`config.mk`:
```
export PLATFORM = sky130hd
export DESIGN_NAME = uart_responder
export DESIGN_NICKNAME = d
export VERILOG_FILES = /design/src/rtl/uart_pkg.sv /design/src/rtl/uart_bit_timer.sv /design/src/rtl/uart_responder.sv
export SDC_FILE = /design/constraint.sdc
export NUM_CORES = 1
export LEC_CHECK = 0
export ABC_AREA = 1
export BUFFER_PORTS_ARGS = -buffer_cell sky130_fd_sc_hd__buf_2
export CAP_MARGIN = 20
export CORE_MARGIN = 1.5
export CORE_UTILIZATION = 48
export CTS_BUF_LIST = sky130_fd_sc_hd__clkbuf_2 sky130_fd_sc_hd__clkbuf_4 sky130_fd_sc_hd__clkbuf_8
export DETAILED_ROUTE_END_ITERATION = 10
export GPL_ROUTABILITY_DRIVEN = 0
export PLACE_DENSITY_LB_ADDON = 0.25
export SYNTH_ARGS = -nofsm -noshare
export SYNTH_HDL_FRONTEND = slang
export SYNTH_SLANG_ARGS = --single-unit
```
`constraint.sdc`:
```
create_clock -name clk -period 3.7 [get_ports clk]
set_clock_uncertainty 0.1 [all_clocks]
set_input_delay 1.11 -clock clk [delete_from_list [all_inputs] [get_ports clk]]
set_output_delay 1.11 -clock clk [all_outputs]
set_load 0.05 [all_outputs]
```
`src/rtl/uart_pkg.sv`:
```
// Shared constants and FSM state encoding for the UART responder.
package uart_pkg;

    localparam int DATA_BITS            = 8;
    localparam int FRAME_BITS           = 10;
    localparam int CLKS_PER_BIT_DEFAULT = 96;   // 11.0592 MHz / 115200

    // Common state encoding for the TX and RX frame FSMs.
    typedef logic [1:0] uart_state_t;

    localparam uart_state_t ST_IDLE  = 2'd0;
    localparam uart_state_t ST_START = 2'd1;
    localparam uart_state_t ST_DATA  = 2'd2;
    localparam uart_state_t ST_STOP  = 2'd3;

endpackage

```
`src/rtl/uart_bit_timer.sv`:
```
// Loadable down-counter. A load of N makes tick_o assert on the Nth cycle
// after the load, so an FSM that reloads on every tick stays in each state
// for exactly N cycles. The counter parks at zero (tick high) when unused.
module uart_bit_timer #(
    parameter int W = 8
) (
    input  logic         clk,
    input  logic         rst,
    input  logic         load_i,
    input  logic [W-1:0] load_val_i,
    output logic         tick_o
);

    logic [W-1:0] cnt_q;
    logic [W-1:0] cnt_d;

    // Next count: reload takes priority, otherwise count down to zero and hold.
    always_comb begin
        cnt_d = cnt_q;
        if (load_i) begin
            cnt_d = load_val_i - W'(1);
        end else if (cnt_q != '0) begin
            cnt_d = cnt_q - W'(1);
        end
    end

    // Counter register.
    always_ff @(posedge clk) begin
        if (rst) begin
            cnt_q <= '0;
        end else begin
            cnt_q <= cnt_d;
        end
    end

    assign tick_o = (cnt_q == '0);

endmodule

```
`src/rtl/uart_responder.sv`:
```
// Device side of the CPU serial-port strobe interface: CPU writes go through
// THR/TSR out on txd as 8N1 frames; 8N1 frames on rxd land in RBR.
// Strobe handshake: a write is the sampled wrn falling edge and is accepted
// only while tbre=1 (otherwise dropped); a read completes on the sampled rdn
// rising edge, which releases data_ready and rx_overrun.
module uart_responder
    import uart_pkg::*;
#(
    parameter int CLKS_PER_BIT = CLKS_PER_BIT_DEFAULT
) (
    input  logic                 clk,
    input  logic                 rst,
    input  logic                 wrn,
    input  logic                 rdn,
    input  logic [DATA_BITS-1:0] data_i,
    output logic [DATA_BITS-1:0] data_o,
    output logic                 data_oe,
    output logic                 data_ready,
    output logic                 tbre,
    output logic                 tsre,
    output logic                 rx_overrun,
    output logic                 txd,
    input  logic                 rxd
);

    localparam int             CW        = $clog2(CLKS_PER_BIT + 1);
    localparam logic [CW-1:0]  BIT_LOAD  = CW'(CLKS_PER_BIT);
    localparam logic [CW-1:0]  HALF_LOAD = CW'(CLKS_PER_BIT / 2);
    localparam logic [2:0]     LAST_BIT  = 3'(DATA_BITS - 1);

    // Strobe history and rxd synchronizer
    logic wrn_q, rdn_q, rxd_meta_q, rxd_s_q;
    logic wr_fall, rd_rise;

    // TX path
    uart_state_t          tx_state_q, tx_state_d;
    logic [DATA_BITS-1:0] thr_q, thr_d, tsr_q, tsr_d;
    logic                 tbre_q, tbre_d, tsre_q, tsre_d, txd_q, txd_d;
    logic [2:0]           tx_bit_q, tx_bit_d;
    logic                 tx_load, tx_tick;

    // RX path
    uart_state_t          rx_state_q, rx_state_d;
    logic [DATA_BITS-1:0] rx_shift_q, rx_shift_d, rbr_q, rbr_d;
    logic                 ready_q, ready_d, overrun_q, overrun_d;
    logic [2:0]           rx_bit_q, rx_bit_d;
    logic                 rx_load, rx_tick, rx_done;
    logic [CW-1:0]        rx_load_val;

    assign wr_fall = ~wrn & wrn_q;
    assign rd_rise = rdn & ~rdn_q;

    uart_bit_timer #(.W(CW)) u_tx_timer (
        .clk        (clk),
        .rst        (rst),
        .load_i     (tx_load),
        .load_val_i (BIT_LOAD),
        .tick_o     (tx_tick)
    );

    uart_bit_timer #(.W(CW)) u_rx_timer (
        .clk        (clk),
        .rst        (rst),
        .load_i     (rx_load),
        .load_val_i (rx_load_val),
        .tick_o     (rx_tick)
    );

    // Strobe edge history and two-flop rxd synchronizer.
    always_ff @(posedge clk) begin
        if (rst) begin
            wrn_q      <= 1'b1;
            rdn_q      <= 1'b1;
            rxd_meta_q <= 1'b1;
            rxd_s_q    <= 1'b1;
        end else begin
            wrn_q      <= wrn;
            rdn_q      <= rdn;
            rxd_meta_q <= rxd;
            rxd_s_q    <= rxd_meta_q;
        end
    end

    // TX next state: THR write, THR->TSR handoff and bit serialisation.
    always_comb begin
        tx_state_d = tx_state_q;
        thr_d      = thr_q;
        tsr_d      = tsr_q;
        tbre_d     = tbre_q;
        tsre_d     = tsre_q;
        txd_d      = txd_q;
        tx_bit_d   = tx_bit_q;
        tx_load    = 1'b0;
        // Accept only into an empty THR; tbre_q=1 excludes a same-cycle handoff.
        if (wr_fall && tbre_q) begin
            thr_d  = data_i;
            tbre_d = 1'b0;
        end
        case (tx_state_q)
            ST_IDLE: begin
                if (!tbre_q) begin
                    tsr_d      = thr_q;
                    tbre_d     = 1'b1;
                    tsre_d     = 1'b0;
                    txd_d      = 1'b0;
                    tx_state_d = ST_START;
                    tx_load    = 1'b1;
                end
            end
            ST_START: begin
                if (tx_tick) begin
                    txd_d      = tsr_q[0];
                    tsr_d      = {1'b0, tsr_q[DATA_BITS-1:1]};
                    tx_bit_d   = 3'd0;
                    tx_state_d = ST_DATA;
                    tx_load    = 1'b1;
                end
            end
            ST_DATA: begin
                if (tx_tick) begin
                    tx_load = 1'b1;
                    if (tx_bit_q == LAST_BIT) begin
                        txd_d      = 1'b1;
                        tx_state_d = ST_STOP;
                    end else begin
                        txd_d    = tsr_q[0];
                        tsr_d    = {1'b0, tsr_q[DATA_BITS-1:1]};
                        tx_bit_d = tx_bit_q + 3'd1;
                    end
                end
            end
            default: begin // ST_STOP
                if (tx_tick) begin
                    if (!tbre_q) begin
                        // Pending byte: chain the next start bit with no idle gap.
                        tsr_d      = thr_q;
                        tbre_d     = 1'b1;
                        txd_d      = 1'b0;
                        tx_state_d = ST_START;
                        tx_load    = 1'b1;
                    end else begin
                        tsre_d     = 1'b1;
                        tx_state_d = ST_IDLE;
                    end
                end
            end
        endcase
    end

    // TX registers.
    always_ff @(posedge clk) begin
        if (rst) begin
            tx_state_q <= ST_IDLE;
            thr_q      <= '0;
            tsr_q      <= '0;
            tbre_q     <= 1'b1;
            tsre_q     <= 1'b1;
            txd_q      <= 1'b1;
            tx_bit_q   <= 3'd0;
        end else begin
            tx_state_q <= tx_state_d;
            thr_q      <= thr_d;
            tsr_q      <= tsr_d;
            tbre_q     <= tbre_d;
            tsre_q     <= tsre_d;
            txd_q      <= txd_d;
            tx_bit_q   <= tx_bit_d;
        end
    end

    // RX next state: mid-bit sampling, RBR update and read release.
    always_comb begin
        rx_state_d  = rx_state_q;
        rx_shift_d  = rx_shift_q;
        rx_bit_d    = rx_bit_q;
        rbr_d       = rbr_q;
        ready_d     = ready_q;
        overrun_d   = overrun_q;
        rx_load     = 1'b0;
        rx_load_val = BIT_LOAD;
        rx_done     = 1'b0;
        case (rx_state_q)
            ST_IDLE: begin
                if (!rxd_s_q) begin
                    rx_state_d  = ST_START;
                    rx_load     = 1'b1;
                    rx_load_val = HALF_LOAD;
                end
            end
            ST_START: begin
                if (rx_tick) begin
                    if (!rxd_s_q) begin
                        rx_bit_d   = 3'd0;
                        rx_state_d = ST_DATA;
                        rx_load    = 1'b1;
                    end else begin
                        rx_state_d = ST_IDLE;   // glitch, not a start bit
                    end
                end
            end
            ST_DATA: begin
                if (rx_tick) begin
                    rx_shift_d = {rxd_s_q, rx_shift_q[DATA_BITS-1:1]};
                    rx_load    = 1'b1;
                    if (rx_bit_q == LAST_BIT) begin
                        rx_state_d = ST_STOP;
                    end else begin
                        rx_bit_d = rx_bit_q + 3'd1;
                    end
                end
            end
            default: begin // ST_STOP
                if (rx_tick) begin
                    rx_state_d = ST_IDLE;
                    rx_done    = rxd_s_q;   // framing error drops the byte silently
                end
            end
        endcase
        // A byte landing on the same cycle as a read wins, but the read still
        // clears the overrun flag.
        if (rx_done) begin
            rbr_d     = rx_shift_q;
            ready_d   = 1'b1;
            overrun_d = rd_rise ? 1'b0 : (overrun_q | ready_q);
        end else if (rd_rise) begin
            ready_d   = 1'b0;
            overrun_d = 1'b0;
        end
    end

    // RX registers.
    always_ff @(posedge clk) begin
        if (rst) begin
            rx_state_q <= ST_IDLE;
            rx_shift_q <= '0;
            rx_bit_q   <= 3'd0;
            rbr_q      <= '0;
            ready_q    <= 1'b0;
            overrun_q  <= 1'b0;
        end else begin
            rx_state_q <= rx_state_d;
            rx_shift_q <= rx_shift_d;
            rx_bit_q   <= rx_bit_d;
            rbr_q      <= rbr_d;
            ready_q    <= ready_d;
            overrun_q  <= overrun_d;
        end
    end

    assign data_o     = rbr_q;
    assign data_oe    = ~rdn;
    assign data_ready = ready_q;
    assign tbre       = tbre_q;
    assign tsre       = tsre_q;
    assign rx_overrun = overrun_q;
    assign txd        = txd_q;

endmodule

```
==> impl_metrics.json, run 1 <==
{
  "h-tree-depth": 3,
  "syn_inst": 391,
  "worst_ep_arrival_time_ns": 1.51,
  "drive_above_1_share_pct": 18.5,
  "synth_nets": 414,
  "root_buffer": "clkbuf_8",
  "ys_top_cells_by_count": "dfxtp_1, nand2_1, inv_1",
  "multi_input_area_um2": 1410,
  "cts_tree": "built",
  "std_cell_rows": 28,
  "cts_sinks": 65,
  "drtAntennaViolNets": 0,
  "grt_max_degree": 27,
  "ys_warn_count": 0,
  "die_w_um": 82.1,
  "min-delay-start": "rxd_meta_q",
  "diodes": 0,
  "hold_path.class": "register to register",
  "core_um2": 5990,
  "syn_to_final_growth_pct": 13.3,
  "wl_per_cell_um": 10.8,
  "startpoint": "rdn",
  "yosysTopAreaCellShare_pct": 43.3,
  "path_class": "input port to output pin",
  "drt_first_pass_iters": 4,
  "cp_top_family": "buffers and inverters",
  "power_density_nw_per_um2": 823,
  "holdWs_ns": 0.309,
  "r2r-start": "tx_state_q[0]",
  "synth_top_flop_cell": "dfxtp_1",
  "worstPathCellList": "buf_2 -> inv_1 -> buf_2",
  "cts_setup_buffers": 0,
  "syn_area_um2": 3000,
  "critPathSlowestCell": "buf_2",
  "synth-edff-count": 0,
  "grt_overflow_total": 0,
  "antenna_found_initial": 0,
  "setup_viol": 0,
  "start_kind": "input port",
  "status": "complete, no violations",
  "drc_errors": 0,
  "async_reset_ff_share_pct": 0,
  "slowest_delay_ns": 0.25,
  "ys_types": 41,
  "yosysSeqAreaShare_pct": 43.3,
  "rsz0062_at_grt": "no",
  "max_freq_mhz": 368,
  "numCtsBuffers": 9,
  "worstMarginPinSlew_ns": 0.643,
  "hpwl_um": 3690,
  "synth_area_per_cell_um2": 7.68,
  "total_leakage_power_nw": 1.54,
  "relSlewSlack_pct": 57.1,
  "initial_core_util_pct": 50.1,
  "synth_area_leader_cell": "dfxtp_1",
  "drt_iter0_drc": 96,
  "die_h_um": 82.1,
  "crit_buf_inv": 3,
  "seq_area_um2": 1300,
  "drv_cap": 0,
  "cp.required_ns": 2.49,
  "grt_pass1_wl_um": 9180,
  "worst_setup_path_end_kind": "output pin",
  "via_per_inst": 4.91,
  "ioPinCount": 27,
  "path_clk_slew_ns": 0.06,
  "grt.total_usage_pct": 18.0,
  "fillerInstances": 564,
  "hold_violations": 0,
  "cts-hold-fix-buffers": 0,
  "critPathMaxFanout": 2,
  "synth_seq_cells": 65,
  "io_buffers": 26,
  "grt_pass1_vias": 2167,
  "synth_area_leaders": "dfxtp_1, nand2_1, inv_1, a21oi_1, o21ai_0",
  "cpMostUsedCell": "buf_2",
  "cts.path.max_buffers": 2,
  "period_share_pct": 73.4,
  "yosysMostFrequentCell": "dfxtp_1",
  "dieArea_um2": 6740,
  "clk_latency_ns": 0.34,
  "period_minus_slack_ns": 2.72,
  "ctsResizeCount": 0,
  "final_nets": 440,
  "maxSlewViolCount": 0,
  "ir_drop_uv": 636,
  "wirelength_um": 5380,
  "num_vias": 2440,
  "tns_ns": 0
}
-- layout by cell type, fill, tap and decap left out, types with 3 or more instances in the layout --
| master | synthesis | layout |
|---|---|---|
| xor2_1 | 5 | 5 |
| o21ai_1 | 24 | 24 |
| nor2_2 | 7 | 7 |
| nor2_1 | 36 | 36 |
| inv_2 | 7 | 7 |
| a21oi_1 | 39 | 39 |
| o21ai_0 | 32 | 32 |
| clkbuf_8 | 0 | 11 |
| dfxtp_1 | 65 | 65 |
| nand2_4 | 3 | 3 |
| inv_1 | 54 | 54 |
| nor3_1 | 3 | 3 |
| nand2_2 | 5 | 5 |
| ha_1 | 10 | 10 |
| nand3_1 | 7 | 7 |
| nand2_1 | 55 | 55 |
| buf_2 | 3 | 26 |
-- cell type report --
type	count	share of cell area [%]
multi-input combinational	252	41.3
timing repair buffer	27	4.04
sequential	65	38.2
clock inverter	5	2.28
inverter	62	6.91
tap	75	2.76
clock buffer	11	4.45
-- power by group --
group          total, mW  switching, mW  internal (mW)
logic               1.14          0.754          0.391
clock network      0.680          0.267          0.414
registers          0.977          0.111          0.866
-- stage by stage --
stage          power (mW)  setup slack [ns]  cell area (um2)  cells  util (%)
2_1_floorplan        1.97              1.07             3000    391         -
4_1_cts              2.83             0.981             3400    497      56.8
5_1_grt              3.03             0.938             3400    497      56.8
6_report             2.80             0.984             3400    497      56.8
3_3_place_gp         2.10             0.981             3180    481      53.0
3_5_place_dp         2.13             0.982             3180    481      53.0
-- path summary, 6_finish.rpt --
check	end	slack [ns]	cells after the start
min	rxd_s_q	0.31	1
max	data_oe	0.98	3
max reg2reg	tsr_q[2]	1.64	7
min reg2reg	rxd_s_q	0.31	1
-- cells by family after synthesis --
family,count (synthesis),share of synthesized area [%]
buffers and inverters,74,9.83
and+or+nand+nor,130,21.8
DFF,65,43.3
adders and majority gates,10,4.16
AOI/OAI and AO/OA,106,19.1
xor gates and xnor gates,6,1.75
-- per-layer routing --
layer / track usage [%] / routed length [um]
met2: 30.9 / 2600
met5: 0 / 0
met3: 7.25 / 167
met1: 20.3 / 2580
met4: 6.10 / 40
-- state kept, by name (all words and copies together) (netlist names), 2 cells and up --
register / cells
data_o: 8
rx_bit_q: 3
rx_shift_q: 8
rx_state_q: 2
thr_q: 8
tsr_q: 8
tx_bit_q: 3
tx_state_q: 2
u_rx_timer.cnt_q: 7
u_tx_timer.cnt_q: 7
No activity file was read; power rests on OpenSTA's default activity.
==> run 2: changes to the inputs <==
ABC_AREA = 0   (was 1)
clock period = 2.6 ns   (was 3.7 ns; I/O delays follow)
==> run 2 against run 1 <==
Hold slack worse by 0.0021 ns. Non-clock buffer count up 5. Critical path type is now register to register. Wire length up 8.7%. Critical endpoint is now u_rx_timer.cnt_q[4]. Sequential share of layout area down 0.056 points. Highest routed layer unchanged.
==> impl_metrics.json, run 2 <==
{
  "status": "complete, no violations",
  "clk_latency_ns": 0.33,
  "holdWs_ns": 0.307,
  "numCtsBuffers": 9,
  "worstMarginPinSlew_ns": 0.591,
  "grt.total_usage_pct": 18.8,
  "yosysMostFrequentCell": "dfxtp_1",
  "path_clk_slew_ns": 0.07,
  "place_ws_ns": 0.361,
  "diodes": 0,
  "worst_setup_path_end_kind": "register",
  "grt_overflow_total": 0,
  "ioPinCount": 27,
  "cts_sinks": 65,
  "total_leakage_power_nw": 1.42,
  "relSlewSlack_pct": 60.1,
  "final_cell_mix": "dfxtp_1, nor2_1, nand2_1, mux2i_1, buf_2",
  "std_cell_rows": 28,
  "maxSlewViolCount": 0,
  "h-tree-depth": 3,
  "layout_setup_ws_ns": 0.305,
  "worst_ep_arrival_time_ns": 2.47,
  "synth-compound-area-share_pct": 14.9,
  "drive_above_1_share_pct": 20.7,
  "root_buffer": "clkbuf_8",
  "synth_xor_area_share_pct": 0.576,
  "cp.required_ns": 2.78,
  "rsz0062_at_grt": "no",
  "cts_setup_buffers": 0,
  "ir_drop_uv": 772,
  "ys_types": 54,
  "period_share_pct": 88.3,
  "grt_pass1_vias": 2129,
  "synthAdderAreaFrac_pct": 4.12,
  "tns_ns": 0,
  "die_h_um": 82.6,
  "final_nets": 378,
  "synth_area_leaders": "dfxtp_1, mux2i_1, nor2_1, ha_1, nand2_1",
  "drc_errors": 0,
  "grt_max_degree": 27,
  "hold_violations": 0,
  "syn_inst": 329,
  "initial_core_util_pct": 50.4,
  "drt_first_pass_iters": 4,
  "synth_area_per_cell_um2": 9.24,
  "synth_seq_cells": 65,
  "core_um2": 6030,
  "start_kind": "register",
  "cts.path.max_buffers": 2,
  "synth_top_family_by_area": "simple AND/OR/NAND/NOR gates",
  "drt_iter0_drc": 140,
  "grt_pass1_wl_um": 9570,
  "path_class": "register to register",
  "yosysTopAreaCellShare_pct": 42.8,
  "yosysSeqAreaShare_pct": 42.8,
  "ys_warn_count": 0,
  "mostFrequentLayoutCell": "dfxtp_1",
  "ctsResizeCount": 0,
  "async_reset_ff_share_pct": 0,
  "synth-edff-count": 0,
  "cts-hold-fix-buffers": 0,
  "antenna_found_initial": 0,
  "dieArea_um2": 6820,
  "via_per_inst": 5.50,
  "syn_to_final_growth_pct": 12.2,
  "synth_nets": 352,
  "synth_area_leader_cell": "dfxtp_1",
  "wirelength_um": 5850,
  "syn_area_um2": 3040,
  "synth_top_flop_cell": "dfxtp_1",
  "die_w_um": 82.6,
  "drtAntennaViolNets": 0,
  "wl_per_cell_um": 13.5,
  "setup_viol": 0,
  "fillerInstances": 551,
  "synth-simple-area-share_pct": 20.2,
  "cts_tree": "built",
  "ys_top_cells_by_count": "dfxtp_1, nor2_1, nand2_1",
  "hold_path.class": "register to register",
  "drv_cap": 0,
  "dp.cells": 419,
  "synthMuxAreaShare_pct": 13.3,
  "period_minus_slack_ns": 2.29,
  "final_cells": 433,
  "hpwl_um": 4110,
  "max_freq_mhz": 436,
  "io_buffers": 26,
  "critPathMaxFanout": 11,
  "num_vias": 2382,
  "power_density_nw_per_um2": 1150
}
[run 2: cell count changes in the layout (fill, tap and decap cells not counted), moves of 7 or more]
cell	change
inv_2	-7
nand3_1	+7
o21ai_1	-24
inv_1	-42
o21ai_0	-21
nor2_2	-7
a21oi_1	-21
mux2i_1	+29
mux2_2	+10
nand2_1	-23
[run 2: metrics by stage]
stage,power (mW),utilization [%],instance area (um2)
5_1_grt,4.20,56.6,3410
4_1_cts,3.94,56.6,3410
2_1_floorplan,2.79,-,3040
3_5_place_dp,3.11,53.6,3230
6_report,3.92,56.6,3410
3_3_place_gp,3.08,53.6,3230
[run 2: area by class of cell]
cell class / instances / area (um2) / area share (%)
Clock buffer: 10 / 138 / 4.04
Clock inverter: 4 / 45.0 / 1.32
Inverter: 12 / 45.0 / 1.32
Multi-Input combinational cell: 235 / 1610 / 47.3
Sequential cell: 65 / 1300 / 38.2
Tap cell: 75 / 93.8 / 2.75
Timing Repair Buffer: 32 / 175 / 5.14
[run 2: power by group]
part           switching, mW  internal (mW)  total [mW]
clock network          0.364          0.453       0.817
logic                   1.03          0.746        1.78
registers              0.162           1.17        1.33
[run 2: path summary, 6_finish.rpt]
check,from,to,slack (ns),depth (start not counted)
min reg2reg,rxd_meta_q,rxd_s_q,0.31,1
max reg2reg,rx_state_q[1],u_rx_timer.cnt_q[4],0.31,7
max,rx_state_q[1],u_rx_timer.cnt_q[4],0.31,7
min,rxd_meta_q,rxd_s_q,0.31,1
[run 2: kinds of logic (layout without fill, tap and decap cells)]
kind of cell | after synthesis | in the layout
flops | 65 | 65
mux | 39 | 39
xor+xnor | 2 | 2
simple gates | 120 | 120
compound gates | 64 | 64
buf+inv | 29 | 58
fa+ha+maj | 10 | 10
[run 2: per-layer routing]
layer  track usage (%)  up-vias  routed length, um
met4              9.50        0                 66
li1                  -     1226                  -
met1              23.4     1101               2850
met3              6.04        8                166
met5                 0        -                  0
met2              28.9       47               2770
[run 2: worst max-delay path, stage by stage (launching register included)]
cell and delay [ns]:
dfxtp_1 0.40, or3_1 0.52, nand2_1 0.12, ha_1 0.24, or4b_2 0.59, o21ai_0 0.10
a21oi_1 0.08, nor2_1 0.09
